File: src/rtl/light_conflict_monitor.sv
// light_conflict_monitor
//
// Independent safety monitor for the intersection's NS/EW 7-segment light
// buses. Each bus is registered, decoded to a colour code, and passed
// through a glitch filter. The accepted colours are then checked for unsafe
// combinations and transitions. The first detected cause is latched as a
// fault that drives the controller's error input.
//
// Colour codes: RED=0 YELLOW=1 GREEN=2 ERRSEG=3 OFF=4 UNKNOWN=7
// Fault codes : CONFLICT=1 SKIP_YELLOW=2 SHORT_YELLOW=3 UNKNOWN=4 WATCHDOG=5
//
// Ports:
//   clk          system clock (same domain as the controller)
//   reset        asynchronous, active-high reset
//   ns_light     NS segment bus from the controller
//   ew_light     EW segment bus from the controller
//   clear_fault  synchronous pulse, clears the latched fault
//   ns_color     accepted NS colour code
//   ew_color     accepted EW colour code
//   fault        latched fault (to the controller's error input)
//   fault_code   cause of the first fault since the last clear
//   fault_count  (only with FAULT_COUNT_EN) number of fault assertions,
//                saturating at 255, cleared only by reset
//
// Optional feature macro: FAULT_COUNT_EN
module light_conflict_monitor #(
  parameter int unsigned GLITCH_CYCLES     = 4,
  parameter int unsigned MIN_YELLOW_CYCLES = 90_000_000,
  parameter int unsigned WATCHDOG_CYCLES   = 1_000_000_000
) (
  input  logic       clk,
  input  logic       reset,
  input  logic [7:0] ns_light,
  input  logic [7:0] ew_light,
  input  logic       clear_fault,
  output logic [2:0] ns_color,
  output logic [2:0] ew_color,
  output logic       fault,
  output logic [2:0] fault_code
`ifdef FAULT_COUNT_EN
  ,
  output logic [7:0] fault_count
`endif
);

  localparam logic [2:0] C_RED = 3'd0;
  localparam logic [2:0] C_YEL = 3'd1;
  localparam logic [2:0] C_GRN = 3'd2;
  localparam logic [2:0] C_ERR = 3'd3;
  localparam logic [2:0] C_OFF = 3'd4;
  localparam logic [2:0] C_UNK = 3'd7;

  localparam logic [7:0]  GLITCH_C = 8'(GLITCH_CYCLES);
  localparam logic [31:0] MIN_Y_C  = MIN_YELLOW_CYCLES;
  localparam logic [31:0] WD_C     = WATCHDOG_CYCLES;

  function automatic logic [2:0] decode(input logic [7:0] seg);
    case (seg)
      8'b10001000: return C_RED;
      8'b10011001: return C_YEL;
      8'b10000010: return C_GRN;
      8'b10000000: return C_ERR;
      8'b11111111: return C_OFF;
      default:     return C_UNK;
    endcase
  endfunction

  function automatic logic [7:0] sat_inc8(input logic [7:0] v);
    return (v == 8'hFF) ? v : v + 8'd1;
  endfunction

  function automatic logic [31:0] sat_inc32(input logic [31:0] v, input logic [31:0] lim);
    return (v >= lim) ? lim : v + 32'd1;
  endfunction

  function automatic logic is_go(input logic [2:0] c);
    return (c == C_YEL) || (c == C_GRN);
  endfunction

  function automatic logic is_lit(input logic [2:0] c);
    return (c == C_RED) || (c == C_YEL) || (c == C_GRN);
  endfunction

  // ---- stage p0: bus capture ----
  // Data-only register: it keeps sampling through reset, so a bus that is
  // steady across reset is reacquired GLITCH_CYCLES edges after release.
  logic [7:0] ns_bus_p0, ew_bus_p0;

  always_ff @(posedge clk) begin
    ns_bus_p0 <= ns_light;
    ew_bus_p0 <= ew_light;
  end

  // ---- stage p1: decode and glitch filter ----
  logic [2:0] ns_dec, ew_dec;
  logic [2:0] ns_cand_p1, ew_cand_p1;
  logic [7:0] ns_run_p1, ew_run_p1;
  logic [7:0] ns_run_nxt, ew_run_nxt;

  assign ns_dec = decode(ns_bus_p0);
  assign ew_dec = decode(ew_bus_p0);

  always_comb begin
    ns_run_nxt = (ns_dec == ns_cand_p1) ? sat_inc8(ns_run_p1) : 8'd1;
    ew_run_nxt = (ew_dec == ew_cand_p1) ? sat_inc8(ew_run_p1) : 8'd1;
  end

  // The candidate always follows the decoded bus; only the run length
  // decides whether it is promoted to the accepted colour.
  always_ff @(posedge clk or posedge reset) begin
    if (reset) begin
      ns_cand_p1 <= C_OFF;
      ew_cand_p1 <= C_OFF;
      ns_run_p1  <= 8'd0;
      ew_run_p1  <= 8'd0;
      ns_color   <= C_OFF;
      ew_color   <= C_OFF;
    end else begin
      ns_cand_p1 <= ns_dec;
      ew_cand_p1 <= ew_dec;
      ns_run_p1  <= ns_run_nxt;
      ew_run_p1  <= ew_run_nxt;
      if (ns_run_nxt >= GLITCH_C) ns_color <= ns_dec;
      if (ew_run_nxt >= GLITCH_C) ew_color <= ew_dec;
    end
  end

  // ---- stage p2: history, duration counters and checks ----
  logic [2:0]  ns_prev_p2, ew_prev_p2;
  logic [31:0] ns_ycnt_p2, ew_ycnt_p2;
  logic [31:0] wd_cnt_p2;
  logic        changed, all_lit;
  logic        det_conflict, det_skip, det_short, det_unk, det_wd, det_any;
  logic [2:0]  det_code;

  assign changed = (ns_color != ns_prev_p2) || (ew_color != ew_prev_p2);
  assign all_lit = is_lit(ns_color) && is_lit(ew_color);

  always_comb begin
    det_conflict = is_go(ns_color) && is_go(ew_color);
    det_skip     = ((ns_prev_p2 == C_GRN) && (ns_color == C_RED)) ||
                   ((ew_prev_p2 == C_GRN) && (ew_color == C_RED));
    det_short    = ((ns_prev_p2 == C_YEL) && (ns_color == C_RED) && (ns_ycnt_p2 < MIN_Y_C)) ||
                   ((ew_prev_p2 == C_YEL) && (ew_color == C_RED) && (ew_ycnt_p2 < MIN_Y_C));
    det_unk      = (ns_color == C_UNK) || (ew_color == C_UNK);
    // Fires only on the step that reaches the limit; the counter then parks
    // at WATCHDOG_CYCLES so a clear is not immediately overridden.
    det_wd       = all_lit && !changed && (wd_cnt_p2 == WD_C - 32'd1);
    det_any      = det_conflict || det_skip || det_short || det_unk || det_wd;
    det_code     = 3'd0;
    if      (det_conflict) det_code = 3'd1;
    else if (det_skip)     det_code = 3'd2;
    else if (det_short)    det_code = 3'd3;
    else if (det_unk)      det_code = 3'd4;
    else if (det_wd)       det_code = 3'd5;
  end

  always_ff @(posedge clk or posedge reset) begin
    if (reset) begin
      ns_prev_p2 <= C_OFF;
      ew_prev_p2 <= C_OFF;
      ns_ycnt_p2 <= 32'd0;
      ew_ycnt_p2 <= 32'd0;
      wd_cnt_p2  <= 32'd0;
    end else begin
      ns_prev_p2 <= ns_color;
      ew_prev_p2 <= ew_color;
      // Yellow time counts edges with YELLOW accepted; any other colour
      // (including OFF while flashing) restarts it.
      ns_ycnt_p2 <= (clear_fault || ns_color != C_YEL) ? 32'd0 : sat_inc32(ns_ycnt_p2, MIN_Y_C);
      ew_ycnt_p2 <= (clear_fault || ew_color != C_YEL) ? 32'd0 : sat_inc32(ew_ycnt_p2, MIN_Y_C);
      wd_cnt_p2  <= (clear_fault || changed || !all_lit) ? 32'd0 : sat_inc32(wd_cnt_p2, WD_C);
    end
  end

  // ---- fault latch ----
  // A detection wins over a simultaneous clear; otherwise the first cause
  // is held until cleared.
  always_ff @(posedge clk or posedge reset) begin
    if (reset) begin
      fault      <= 1'b0;
      fault_code <= 3'd0;
    end else if (det_any && (clear_fault || !fault)) begin
      fault      <= 1'b1;
      fault_code <= det_code;
    end else if (clear_fault) begin
      fault      <= 1'b0;
      fault_code <= 3'd0;
    end
  end

`ifdef FAULT_COUNT_EN
  always_ff @(posedge clk or posedge reset) begin
    if (reset) begin
      fault_count <= 8'd0;
    end else if (det_any && !fault) begin
      fault_count <= sat_inc8(fault_count);
    end
  end
`endif

endmodule

File: config.mk
export PLATFORM = sky130hd
export DESIGN_NAME = light_conflict_monitor
export DESIGN_NICKNAME = d
export VERILOG_FILES = /design/src/rtl/light_conflict_monitor.sv
export SDC_FILE = /design/constraint.sdc
export NUM_CORES = 1
export LEC_CHECK = 0
export BUFFER_PORTS_ARGS = -buffer_cell sky130_fd_sc_hd__buf_2
export CAP_MARGIN = 20
export CORE_ASPECT_RATIO = 0.8
export CORE_MARGIN = 8
export CORE_UTILIZATION = 45
export DETAILED_ROUTE_END_ITERATION = 7
export HOLD_SLACK_MARGIN = 0.05
export REMOVE_ABC_BUFFERS = 1
export SYNTH_ARGS = -nofsm -noshare
export SYNTH_HDL_FRONTEND = slang
export SYNTH_SLANG_ARGS = --single-unit
File: constraint.sdc
create_clock -name clk -period 6.3 [get_ports clk]
set_clock_uncertainty 0.15 [all_clocks]
set_input_delay 0.945 -clock clk [delete_from_list [all_inputs] [get_ports clk]]
set_output_delay 0.945 -clock clk [all_outputs]
set_load 0.02 [all_outputs]
==> metrics.txt <==
run status=finished clean; diode count=0; total number of clock tree sinks=150; worst slew slack as a fraction of its limit=40.5%; maximum number of pins on one net before global-route repair=74; Storage cell area=~3700 sq um; required arrival time at the worst endpoint=roughly 6.4 ns; non-filler instance count after layout=1007; worst-case reg-to-reg path depth=6; Worst setup SP type=flip-flop; most common cell after layout, fill and taps aside=sky130_fd_sc_hd__dfrtp_1; vias in the first global route=~5200; number of flops mapped to enable cells by yosys=0; Final Cycle Share=~48%; Area Growth Syn to Fin=13.6%; Mean Syn Cell Area=roughly 10 sq um; total wire length=between 10000 and 15000 microns; Clk Tree Root Cell=sky130_fd_sc_hd__clkbuf_16; final critical delay including setup and external delays=between 3 and 4 ns; number of pins with negative max-slew slack in the final report=0; number of placed instances with taps included=about 1000; Worst R2R Setup Slack=approximately 3.3 ns; # rows=41; top layer reached by signal wires=met4; residual antenna-violating net count after detailed routing=0; vias per cell=roughly 5.3; Fillers=approximately 1400; endpoint kind of the worst setup timing path=flip-flop; met2 layer wire length in the routed design=6320 microns; area of combinational cells with multiple inputs=roughly 3400 sq um; initial antenna violation count=0; number of gates given a new drive strength after cts=0; global-route usage over all layers=between 10% and 20%; largest driver fanout on the critical path=17; sequential area share after synthesis=51.1%; classification of the worst-slack hold path=reg2reg; total number of vias=around 5300; largest buffer count on any clock path=2; overall die width=between 150 and 200 microns; proportion of synthesized flip-flops having asynchronous set or reset=between 80 and 90%; WS Path Type=reg2reg; total of flip-flops plus latches after synthesis=150; Critical path destination=wd_cnt_p2[5]; startpoint of the most critical register-to-register path=wd_cnt_p2[16]; number of hold buffers added after CTS=0; initial core utilization=around 46%; Min-Delay Path Depth=0; peak ir drop on the vdd network=roughly 0.17 mV; worst skew pair latency=0.42 ns; pin slew with the least headroom to its limit=slightly below 0.9 ns; count of max-cap constraint violations=0; count of endpoints failing hold in the final timing report=0; commonest cells after routing, fill and taps aside=sky130_fd_sc_hd__dfrtp_1 (128), sky130_fd_sc_hd__nor2_1 (106), sky130_fd_sc_hd__xnor2_1 (49), sky130_fd_sc_hd__a21oi_1 (47), sky130_fd_sc_hd__nand3_1 (46); wire length per cell=around 14 microns; gate count of the mapped netlist=around 740; hpwl dp=around 10000 microns; Ports=29; setup repair after global routing missed its margin=false; H-tree depth=4; cells traversed along the worst timing path=or4b_2 > nor4_1 > a2111oi_0 > o311a_1 > nand2b_1 > nor2_1; iteration-0 DRC count of the detailed router=298; Final #Nets=between 800 and 900; Worst R2R End=wd_cnt_p2[5]; PortBufs=28; Critical-path top delay cell=sky130_fd_sc_hd__or4b_2; detailed route wirelength on metal3=~640 microns; PwrDens=around 280 nW/um^2; CP peak stage delay=0.68 ns; clock tree from TritonCTS=built; Yosys warnings=0; number of design rule violations left after detail routing=0; setup TNS after final layout=0 ns; Core Region=15700 sq um; first-pass GRT wire length=between 20000 and 25000 microns; Leak=~3.3 nW; endpoints failing setup=0; drt first pass iters=5; crit path DAT=between 3 and 4 ns; top flip-flop cell by instance count after synthesis=sky130_fd_sc_hd__dfrtp_1; Overflow after GRT=0; layout cells sized above 1=about 11%; met1 WL=roughly 7000 microns; number of CTS-inserted buffers=17; launching element of the worst setup path=wd_cnt_p2[16]; Die Area=roughly 20000 sq um; post-synthesis cell type count=61; last weighted congestion value of the routability-driven placer=approximately 0.85; CTS clock-pin slew for the worst setup and hold paths=~0.07 ns; buffers inserted by post-CTS timing repair=0; vertical die dimension=129 microns; maximum operating frequency=about 330 MHz; Cell Area, Synth=7210 sq um
[synth_stat cells, types with 2 or more instances]
cell type | number | share of area (%)
sky130_fd_sc_hd__mux2_2 | 3 | 0.47
sky130_fd_sc_hd__mux2_1 | 2 | 0.31
sky130_fd_sc_hd__nor4_1 | 14 | 1.2
sky130_fd_sc_hd__nand2_1 | 43 | 2.2
sky130_fd_sc_hd__nand3_1 | 46 | 3.2
sky130_fd_sc_hd__a211oi_1 | 5 | 0.52
sky130_fd_sc_hd__and2_1 | 7 | 0.61
sky130_fd_sc_hd__xor2_1 | 42 | 5.1
sky130_fd_sc_hd__buf_2 | 3 | 0.21
sky130_fd_sc_hd__nor3_1 | 19 | 1.3
sky130_fd_sc_hd__nor2b_1 | 6 | 0.52
sky130_fd_sc_hd__dfrtp_1 | 128 | 44
sky130_fd_sc_hd__xnor2_1 | 49 | 6.0
sky130_fd_sc_hd__a21oi_1 | 47 | 3.3
sky130_fd_sc_hd__dfxtp_1 | 16 | 4.4
sky130_fd_sc_hd__dfstp_2 | 6 | 2.2
sky130_fd_sc_hd__nand3b_1 | 7 | 0.73
sky130_fd_sc_hd__or4b_2 | 2 | 0.28
sky130_fd_sc_hd__nand4_1 | 29 | 2.5
sky130_fd_sc_hd__ha_1 | 8 | 1.4
sky130_fd_sc_hd__or2_2 | 5 | 0.43
sky130_fd_sc_hd__mux2i_1 | 3 | 0.42
sky130_fd_sc_hd__or3_1 | 4 | 0.35
sky130_fd_sc_hd__nor2_1 | 106 | 5.5
sky130_fd_sc_hd__o21ai_0 | 17 | 1.2
sky130_fd_sc_hd__o31a_1 | 2 | 0.24
sky130_fd_sc_hd__nand4b_1 | 2 | 0.24
sky130_fd_sc_hd__inv_1 | 26 | 1.4
sky130_fd_sc_hd__a31oi_1 | 5 | 0.43
sky130_fd_sc_hd__clkbuf_1 | 19 | 0.99
sky130_fd_sc_hd__nor3b_1 | 4 | 0.42
sky130_fd_sc_hd__nand2b_1 | 7 | 0.61
sky130_fd_sc_hd__or4_1 | 3 | 0.31
sky130_fd_sc_hd__a32oi_1 | 2 | 0.24
sky130_fd_sc_hd__and3_1 | 17 | 1.5
sky130_fd_sc_hd__and4_1 | 11 | 1.3
sky130_fd_sc_hd__or4b_1 | 2 | 0.28
[cell families after synthesis]
logic type | count (synthesis) | synth area share (%)
flops | 150 | 51.1
other cells | 1 | 0.0520
compound gates | 94 | 8.24
fa+ha+maj | 8 | 1.39
buf+inv | 49 | 2.60
simple gates | 340 | 24.4
mux | 8 | 1.20
xor+xnor | 91 | 11.1
[power breakdown]
part | leakage, nW | internal, mW | switching [mW] | total [mW]
clock | 0.294 | 0.537 | 0.464 | 1.00
combinational | 1.10 | 0.104 | 0.121 | 0.224
sequential | 1.87 | 1.01 | 0.0725 | 1.09
total | 3.26 | 1.66 | 0.657 | 2.31
[layout make-up]
cell class / instances / area share (%)
Clock inverter: 15 / 2.03
Tap cell: 215 / 3.29
Multi-Input combinational cell: 553 / 41.3
Clock buffer: 17 / 5.20
Timing Repair Buffer: 31 / 1.99
Sequential cell: 150 / 45.0
Inverter: 26 / 1.22
[flip-flops by register name, summed over array words and instances, names as in the netlist]
signal	count
ns_prev_p2	3
ns_run_p1	8
ew_color	3
ew_cand_p1	3
ns_color	3
ew_prev_p2	3
ew_bus_p0	8
ns_ycnt_p2	32
fault	1
ew_run_p1	8
ns_bus_p0	8
ns_cand_p1	3
ew_ycnt_p2	32
wd_cnt_p2	32
fault_code	3
[critical path, delay by kind of cell, from the launching register on]
family,cells,cell delay [ns]
compound gates,2,0.67
flops,1,0.44
simple gates,4,1.58
[layer usage]
metal | GRT usage, % | vias up
met5 | 0 | -
met4 | 3.41 | 0
met3 | 4.13 | 4
met2 | 22.5 | 105
met1 | 21.4 | 2568
li1 | - | 2661
[worst min-delay path by stage]
| stage | from | to | slack [ns] |
|---|---|---|---|
| finish | ew_color[2] | ew_prev_p2[2] | 0.29 |
| global route | ns_color[2] | ns_prev_p2[2] | 0.30 |
| CTS | ns_color[2] | ns_prev_p2[2] | 0.29 |
| detailed placement | ns_color[2] | ns_prev_p2[2] | 0.27 |
| global placement | ns_color[2] | ns_prev_p2[2] | 0.27 |
| floorplan | ew_color[2] | ew_prev_p2[2] | 0.28 |
[through the flow]
| stage | power (mW) | hold WS, ns | util, % | area [sq um] | worst slack, ns |
|---|---|---|---|---|---|
| 2_1_floorplan | 1.27 | 0.279 | - | 7160 | 1.63 |
| 3_5_place_dp | 1.33 | 0.274 | 48.2 | 7590 | 3.30 |
| 4_1_cts | 2.34 | 0.288 | 52.0 | 8190 | 3.28 |
| 3_3_place_gp | 1.32 | 0.269 | 48.2 | 7590 | 3.39 |
| 5_1_grt | 2.43 | 0.303 | 52.0 | 8190 | 3.01 |
| 6_report | 2.31 | 0.287 | 52.0 | 8190 | 3.30 |
No activity file was read; power rests on OpenSTA's default activity.
